## config.mk

```make
export PLATFORM = sky130hd
export DESIGN_NAME = vend_session_ctrl
export DESIGN_NICKNAME = d
export VERILOG_FILES = /design/src/rtl/vend_session_ctrl_pkg.sv /design/src/rtl/vend_session_ctrl_sync2.sv /design/src/rtl/vend_session_ctrl.sv
export SDC_FILE = /design/constraint.sdc
export NUM_CORES = 1
export LEC_CHECK = 0
export CORE_MARGIN = 2
export CORE_UTILIZATION = 52
export DETAILED_ROUTE_END_ITERATION = 12
export PLACE_DENSITY = 0.77
export SLEW_MARGIN = 15
export SYNTH_ARGS = -nofsm -noshare
export SYNTH_HDL_FRONTEND = slang
export SYNTH_SLANG_ARGS = --single-unit
```

## constraint.sdc

```tcl
create_clock -name clk_1 -period 2.1 [get_ports clk_1]
set_input_delay 0.42 -clock clk_1 [delete_from_list [all_inputs] [get_ports clk_1]]
set_output_delay 0.42 -clock clk_1 [all_outputs]
set_load 0.005 [all_outputs]
```

## src/rtl/vend_session_ctrl_pkg.sv

```systemverilog
// Shared definitions for the vending-machine session sequencer.
//   state_t        : FSM state codes (also decoded for the debug LEDs)
//   DEF_*          : default timeouts in seconds
//   load_value()   : clamps a timeout to the 4-bit counter range 1..15
//   shows_count()  : states in which the countdown is presented
package vend_session_ctrl_pkg;

  localparam int COIN_W            = 3;
  localparam int CNT_W             = 4;
  localparam int DEF_IDLE_TIMEOUT  = 9;
  localparam int DEF_DISPENSE_HOLD = 3;

  typedef enum logic [2:0] {
    ST_IDLE     = 3'd0,
    ST_ACTIVE   = 3'd1,
    ST_DISPENSE = 3'd2,
    ST_FINISH   = 3'd3,
    ST_CANCEL   = 3'd4,
    ST_RELEASE  = 3'd5
  } state_t;

  typedef logic [CNT_W-1:0] cnt_t;

  // Out-of-range timeouts are pinned to the nearest legal value so the
  // counter load can never truncate to something surprising.
  function automatic cnt_t load_value(input int seconds);
    if (seconds < 1)  return cnt_t'(1);
    if (seconds > 15) return cnt_t'(15);
    return cnt_t'(seconds);
  endfunction

  function automatic logic shows_count(input state_t s);
    return (s == ST_ACTIVE) || (s == ST_DISPENSE);
  endfunction

endpackage

```

## src/rtl/vend_session_ctrl_sync2.sv

```systemverilog
// Two-flop synchronizer for one asynchronous level into the clk_1 domain.
//   clk_1  : 1 Hz tick clock
//   reset  : asynchronous, active-high; clears both flops
//   d      : asynchronous level
//   q      : synchronized level, two clk_1 edges after d
module vend_session_ctrl_sync2 (
  input  logic clk_1,
  input  logic reset,
  input  logic d,
  output logic q
);

  logic meta;

  always_ff @(posedge clk_1 or posedge reset) begin
    if (reset) begin
      meta <= 1'b0;
      q    <= 1'b0;
    end else begin
      meta <= d;
      q    <= meta;
    end
  end

endmodule

```

## src/rtl/vend_session_ctrl.sv

```systemverilog
// Session sequencer for the vending machine, clocked by the 1 Hz tick clk_1.
// Auto-cancels an idle purchase after IDLE_TIMEOUT seconds and auto-finishes
// a dispense after DISPENSE_HOLD seconds.
//
// Ports
//   clk_1          in   1  1 Hz tick clock
//   reset          in   1  asynchronous, active-high
//   i_coin         in   3  coin switch levels (async)
//   i_confirm      in   1  confirm switch level (async)
//   i_cancel       in   1  manual cancel switch level (async)
//   i_ready        in   1  machine ready flag (other clock domain)
//   i_goods        in   1  goods-dispensed flag (other clock domain)
//   o_auto_cancel  out  1  one-cycle cancel request
//   o_auto_finish  out  1  one-cycle finish request
//   o_countdown    out  4  seconds remaining in ACTIVE/DISPENSE, else 0
//   o_state        out  3  current state code
//
// state    | meaning
// ---------+----------------------------------------------------------
// IDLE     | no session; waits for activity or goods
// ACTIVE   | purchase in progress; idle timer running
// DISPENSE | goods presented; hold timer running
// FINISH   | one-cycle auto-finish pulse
// CANCEL   | one-cycle auto-cancel pulse
// RELEASE  | waits for machine ready with goods taken
module vend_session_ctrl
  import vend_session_ctrl_pkg::*;
#(
  parameter int IDLE_TIMEOUT  = DEF_IDLE_TIMEOUT,
  parameter int DISPENSE_HOLD = DEF_DISPENSE_HOLD
) (
  input  logic              clk_1,
  input  logic              reset,
  input  logic [COIN_W-1:0] i_coin,
  input  logic              i_confirm,
  input  logic              i_cancel,
  input  logic              i_ready,
  input  logic              i_goods,
  output logic              o_auto_cancel,
  output logic              o_auto_finish,
  output logic [CNT_W-1:0]  o_countdown,
  output logic [2:0]        o_state
);

  localparam cnt_t IDLE_LOAD = load_value(IDLE_TIMEOUT);
  localparam cnt_t HOLD_LOAD = load_value(DISPENSE_HOLD);

  logic [COIN_W-1:0] coin_s;
  logic [COIN_W-1:0] coin_prev;
  logic              confirm_s;
  logic              confirm_prev;
  logic              cancel_s;
  logic              ready_s;
  logic              goods_s;
  logic              activity;

  state_t state;
  state_t state_next;
  cnt_t   cnt;
  cnt_t   cnt_next;

  for (genvar b = 0; b < COIN_W; b++) begin : g_coin_sync
    vend_session_ctrl_sync2 u_sync (
      .clk_1 (clk_1),
      .reset (reset),
      .d     (i_coin[b]),
      .q     (coin_s[b])
    );
  end

  vend_session_ctrl_sync2 u_sync_confirm (
    .clk_1 (clk_1),
    .reset (reset),
    .d     (i_confirm),
    .q     (confirm_s)
  );

  vend_session_ctrl_sync2 u_sync_cancel (
    .clk_1 (clk_1),
    .reset (reset),
    .d     (i_cancel),
    .q     (cancel_s)
  );

  vend_session_ctrl_sync2 u_sync_ready (
    .clk_1 (clk_1),
    .reset (reset),
    .d     (i_ready),
    .q     (ready_s)
  );

  vend_session_ctrl_sync2 u_sync_goods (
    .clk_1 (clk_1),
    .reset (reset),
    .d     (i_goods),
    .q     (goods_s)
  );

  always_ff @(posedge clk_1 or posedge reset) begin
    if (reset) begin
      coin_prev    <= '0;
      confirm_prev <= 1'b0;
    end else begin
      coin_prev    <= coin_s;
      confirm_prev <= confirm_s;
    end
  end

  // Any coin movement counts; confirm only on its rising edge.
  assign activity = (coin_s != coin_prev) | (confirm_s & ~confirm_prev);

  always_ff @(posedge clk_1 or posedge reset) begin
    if (reset) begin
      state <= ST_IDLE;
      cnt   <= '0;
    end else begin
      state <= state_next;
      cnt   <= cnt_next;
    end
  end

  // Branch order inside each state encodes the priority
  // goods > cancel > activity > expiry.
  always_comb begin
    state_next = state;
    cnt_next   = cnt;
    case (state)
      ST_IDLE: begin
        cnt_next = '0;
        if (goods_s) begin
          state_next = ST_DISPENSE;
          cnt_next   = HOLD_LOAD;
        end else if (activity) begin
          state_next = ST_ACTIVE;
          cnt_next   = IDLE_LOAD;
        end
      end
      ST_ACTIVE: begin
        if (goods_s) begin
          state_next = ST_DISPENSE;
          cnt_next   = HOLD_LOAD;
        end else if (cancel_s) begin
          state_next = ST_IDLE;
          cnt_next   = '0;
        end else if (activity) begin
          cnt_next   = IDLE_LOAD;
        end else if (cnt == '0) begin
          state_next = ST_CANCEL;
        end else begin
          cnt_next   = cnt - cnt_t'(1);
        end
      end
      ST_DISPENSE: begin
        if (!goods_s) begin
          state_next = ST_IDLE;
          cnt_next   = '0;
        end else if (cnt == '0) begin
          state_next = ST_FINISH;
        end else begin
          cnt_next   = cnt - cnt_t'(1);
        end
      end
      ST_FINISH, ST_CANCEL: begin
        state_next = ST_RELEASE;
        cnt_next   = '0;
      end
      ST_RELEASE: begin
        cnt_next = '0;
        if (ready_s && !goods_s) begin
          state_next = ST_IDLE;
        end
      end
      default: begin
        state_next = ST_IDLE;
        cnt_next   = '0;
      end
    endcase
  end

  // Outputs are loaded from the next-state values so they change on the
  // same edge as the state register.
  always_ff @(posedge clk_1 or posedge reset) begin
    if (reset) begin
      o_state       <= 3'd0;
      o_countdown   <= '0;
      o_auto_cancel <= 1'b0;
      o_auto_finish <= 1'b0;
    end else begin
      o_state       <= state_next;
      o_countdown   <= shows_count(state_next) ? cnt_next : '0;
      o_auto_cancel <= (state_next == ST_CANCEL);
      o_auto_finish <= (state_next == ST_FINISH);
    end
  end

endmodule
```

Word level (Yosys, flattened, before mapping)
Cells that the tools add are included.
Widths: inputs -> output; s select.

storage, ports and cells
  bits of input ports = 9
  memory bits (writable) = 0
  latch bits = 0
  register bits = 31
  memory bits (read-only) = 0
  memories kept = 0
  logic and storage cells = 60
  output and inout port bits = 9

cells by class
  reductions and logical operators = 6
  $mul = 0
  shifts and indexed selects = 0
  add/sub/neg operators = 1
  muxes and demuxes = 19
  $lt $le $gt $ge = 0
  divide/modulo/power cells = 0
  bitwise operators = 3
  equal/unequal tests = 10

operators with widths
  cell                 count
  $mux 4               8
  $mux 3               9
  $pmux 3 s5           1
  $eq 3x2->1 const B   4
  $pmux 4 s3           1
  $eq 3x3->1 const B   3
  $eq 3x1->1 const B   2
  $logic_not 4->1      1
  $sub 4x1->4 const B  1
  $logic_not 3->1      1
  $ne 3x3->1           1
  $reduce_or 2->1      1
  $and 1x1->1          1
  $logic_and 1x1->1    1
  $logic_not 1->1      1
  $logic_or 1x1->1     1
  $not 1->1            1
  $or 1x1->1           1

Longest topological paths before layout
  depth in word-level cells = 10
  gate-level depth with buffers = 7
  gate-level depth less buffers = 7

Cells and area by module
Synthesis repeated with hierarchy kept, for this count alone.

second synthesis, totals
  cell total of the unflattened synthesis = 99
  area, all modules = 1206.2 um2

modules (own cells, without submodules)
  module                   instances  area an instance (um2)  cells each  seq. area each (um2)
  vend_session_ctrl        1          829.5                   78          425.4
  vend_session_ctrl_sync2  7          53.8                    3           50.0

Least setup slack after synthesis
OpenSTA, ideal clock, no wires.

  path kind = reg-to-reg
  from = register cnt[0]
  to = register o_countdown[0]
  period minus slack after synthesis = 1.690 ns
  setup time = 0.122 ns
  arrival time = 1.568 ns
  required time = 1.978 ns
  stages on the path, launching flop included = 8
  setup slack = 0.410 ns
  path buffers = 0
  cells stage by stage = dfrtp_1 > inv_1 > ha_1 > or3b_2 > nor3_1 > o22ai_1 > o211ai_2 > nor2b_1

between the ends
  word-level cells in the longest chain between the ends = 9
  elaborated cells between the ends (all ways) = 19
  classes of those cells = add/sub (1); eq/ne (2); mux (14); reduce/logical (2)

RTL lines
  item                                      line                                                text
  start, declared                           vend_session_ctrl.sv:59                             cnt_t cnt;
  start signal, assigned                    vend_session_ctrl.sv:118                            cnt <= cnt_next;
  $logic_not 4->1                           vend_session_ctrl.sv:147, vend_session_ctrl.sv:157
  $mux 3                                    vend_session_ctrl.sv:147                            end else if (cnt == '0) begin
  $mux 3                                    vend_session_ctrl.sv:145                            end else if (activity) begin
  $mux 3                                    vend_session_ctrl.sv:142                            end else if (cancel_s) begin
  $mux 3                                    vend_session_ctrl.sv:139                            if (goods_s) begin
  $pmux 3 s5                                vend_session_ctrl.sv:127                            case (state)
  $eq 3x1->1 or $eq 3x2->1 (tied branches)  vend_session_ctrl_pkg.sv:33                         return (s == ST_ACTIVE) || (s == ST_DISPENSE);
  $logic_or 1x1->1                          vend_session_ctrl_pkg.sv:33
  $mux 4 (*)                                vend_session_ctrl.sv:190                            o_countdown <= shows_count(state_next) ? cnt_next : '0;
  end signal, assigned                      vend_session_ctrl.sv:190
  end, declared                             vend_session_ctrl.sv:41                             output logic [CNT_W-1:0] o_countdown,

Mark *: on every way between the ends. The rest lies on a longest branch, timed or not.

Final worst setup path
Same ends and word-level chain as after synthesis.

==> run metrics <==
vias in the first global route=850; Syn-to-layout area delta=22.38%; Total Routed Length=between 2 and 2.5 mm; fillers=between 150 and 200; worst setup path class=flop to flop; post-synthesis sequential area ratio=63.07%; Worst Path Max Fanout=5; Seq cells post-synth=31; H-tree depth=2; Final Power=1.870 mW; total number of vias=855; Synth Warn #=0; period utilization=about nine tenths; DRT met1 WL=roughly 900 um; commonest non-fill, non-tap cell in the layout=dfrtp_1; first-pass GRT wire length=3.843 mm; Post-CTS Hold Buffers=0; fin worst setup slack=approximately 0.20 ns; die span in x=52.64 um; status=completed; post-cts sizing count=0; proportion of layout cells with a drive suffix above 1=12.20%; initial core utilization=55.07%; diode count=0; sequential share of power=42.5%; required time of the critical path=2.31 ns; total gr overflow=0; post-DP HPWL=about 1.5 mm; Ports=18; antenna-violating nets left=0; most frequent cells in the layout=dfrtp_1 (31), clkdlybuf4s50_1 (17), nand2_1 (6); Pint=about 1.3 mW; Setup Skew=about 0.016 ns; Max Slew Vio Count=0; fmax=0.5277 GHz; PortBufs=17; clk slew on worst S/H paths=0.10 ns; Cell Chain, Critical Path=inv_1 -> ha_1 -> or3b_2 -> nor3_1 -> o22ai_1 -> o211ai_2 -> nor2b_1; Top Family by Delay on Critical Path=simple AND/OR/NAND/NOR gates; Clock Sinks=31; WL met3=approximately 150 um; CTS Root Cell=clkbuf_4; worst-skew pair later-pin latency=between 0.3 and 0.4 ns; worst slew pin tran=0.3840 ns; RSZ-0062 raised after global routing=false; Setup Viol. Count Final=0; Final Wtd Congestion=0.8737; Max Used Layer=met4; core box area=2233 sq um; Tot GR Track Use=20.37%; pwr dens=1243 nW/um^2; Crit-path slowest cell=or3b_2; clock buffer depth=2; setup bufs post-CTS=0; clock buffer count from CTS=5; Switch Pwr=0.6001 mW; Max transition margin=74.29%; CP endpoint kind=flop; final setup TNS=0 ns; DR DRC count=0; max_cap viols=0; worst vdd ir=0.9771 mV; Mapped Area=1230 sq um; Syn Inst Count=approximately 100; DIE AREA=2770 sq um; library cells used by synthesis=37; WP buf/inv=1; min-delay worst type=flop to flop; fin nets=about 130; Startpoint Class=flop; P_leak=0.6553 nW; mean routed wirelength per cell=14.01 um; number of vias per cell=5.662; TritonCTS clock tree=yes; antenna violations before repair=0; Sw Ratio=32.09%; Clk pwr share=around 25%; die height=52.64 um; Largest stage delay, worst path=0.50 ns; CP arrival=2.10 ns; syn_nets=about 110; Final Hold Vio Count=0; min cycle time layout=between 1.5 and 2 ns; DR pass1 iterations=4; largest net degree at the start of global routing=32; drt initial violations=28; Comb power frac=around 32%; Mean Syn Cell Area=~12 sq um; DP Worst Slack=0.2308 ns; DR WL met2=around 1.0 mm; row count=17
## per-layer routing
layer / vias to the layer above / global-route usage [%]
met5: - / 0
li1: 406 / -
met2: 37 / 31.46
met3: 7 / 9.714
met4: 0 / 7.692
met1: 405 / 24.62
## path summary, 6_finish.rpt
path	from	to	slack, ns	depth (start not counted)
worst max-delay path	cnt[0]	o_countdown[0]	0.20	7
worst min-delay path	u_sync_goods.meta	u_sync_goods.q	0.35	0
worst max register to register	cnt[0]	o_countdown[0]	0.20	7
worst min register to register	u_sync_goods.meta	u_sync_goods.q	0.35	0
max in group asynchronous	reset	u_sync_cancel.q	1.36	3
min in group asynchronous	reset	g_coin_sync[0].u_sync.meta	0.45	3
## Yosys cell counts
cell type / n / share of area [%]
nand4_1: 1 / 0.51
nand2b_1: 2 / 1.0
buf_6: 1 / 0.92
o21ai_1: 1 / 0.41
o211ai_2: 1 / 1.0
nor2b_1: 4 / 2.0
and2_2: 1 / 0.61
a31oi_1: 1 / 0.51
o311ai_1: 1 / 0.71
nor3_1: 2 / 0.81
nor3b_2: 1 / 1.0
a211o_1: 1 / 0.71
o21ai_0: 2 / 0.81
o22ai_1: 3 / 1.5
a211oi_1: 3 / 1.8
clkbuf_1: 2 / 0.61
mux2i_1: 1 / 0.81
dfrtp_1: 31 / 63
o2111ai_1: 2 / 1.4
a22o_1: 1 / 0.71
maj3_1: 1 / 0.81
nand2_1: 6 / 1.8
or2_2: 1 / 0.51
inv_1: 4 / 1.2
ha_1: 1 / 1.0
or3b_2: 1 / 0.71
xnor2_1: 4 / 2.8
nand3_1: 2 / 0.81
or4b_4: 1 / 1.1
nor2_1: 5 / 1.5
and2_1: 1 / 0.51
or3_1: 2 / 1.0
nand3b_1: 1 / 0.61
and4_1: 1 / 0.71
a22oi_1: 2 / 1.2
buf_2: 1 / 0.41
a21oi_1: 5 / 2.0
## through the flow
stage                     cells  instance area, sq um  hold WS (ns)  util, %
final                       151                  1505        0.3542    67.40
after CTS                   151                  1505        0.3572    67.40
after global routing        151                  1505        0.3609    67.40
after detailed placement    143                  1419        0.3372    63.53
after global placement      143                  1419        0.3313    63.53
after floorplan             101                  1230        0.3312        -
## logic make-up (layout without fill, tap and decap cells)
family | after synthesis | after routing | share of synthesized area [%]
AO/OA/AOI/OAI | 23 | 23 | 12.92
AND/OR/NAND/NOR | 32 | 32 | 15.36
multiplexers | 1 | 1 | 0.8139
XOR/XNOR | 4 | 4 | 2.848
buffers and inverters | 8 | 30 | 3.153
flip-flops | 31 | 31 | 63.07
adder cells (fa/ha/maj) | 2 | 2 | 1.831
## registers in the layout, indices dropped and copies added (netlist names), 3 cells and up
name and cells:
cnt 4, coin_prev 3, g_coin_sync.u_sync.meta 3, g_coin_sync.u_sync.q 3
o_countdown 4, o_state 3
## area by class of cell
| type | instances | area, sq um | area share [%] |
|---|---|---|---|
| timing repair buffer | 18 | 177.7 | 11.80 |
| clock buffer | 6 | 51.30 | 3.408 |
| clock inverter | 2 | 35.03 | 2.328 |
| multi-input combinational | 62 | 415.4 | 27.60 |
| tap | 28 | 35.03 | 2.328 |
| inverter | 4 | 15.01 | 0.9975 |
| sequential | 31 | 775.7 | 51.54 |
## power by group through the flow
stage | registers, mW | logic [mW] | clock network, mW
global route | 0.817 | 0.669 | 0.515
detailed placement | 0.806 | 0.598 | 0
CTS | 0.794 | 0.602 | 0.484
global placement | 0.802 | 0.572 | 0
floorplan | 0.755 | 0.450 | 0
finish | 0.795 | 0.606 | 0.470
No activity file was read; power rests on OpenSTA's default activity.
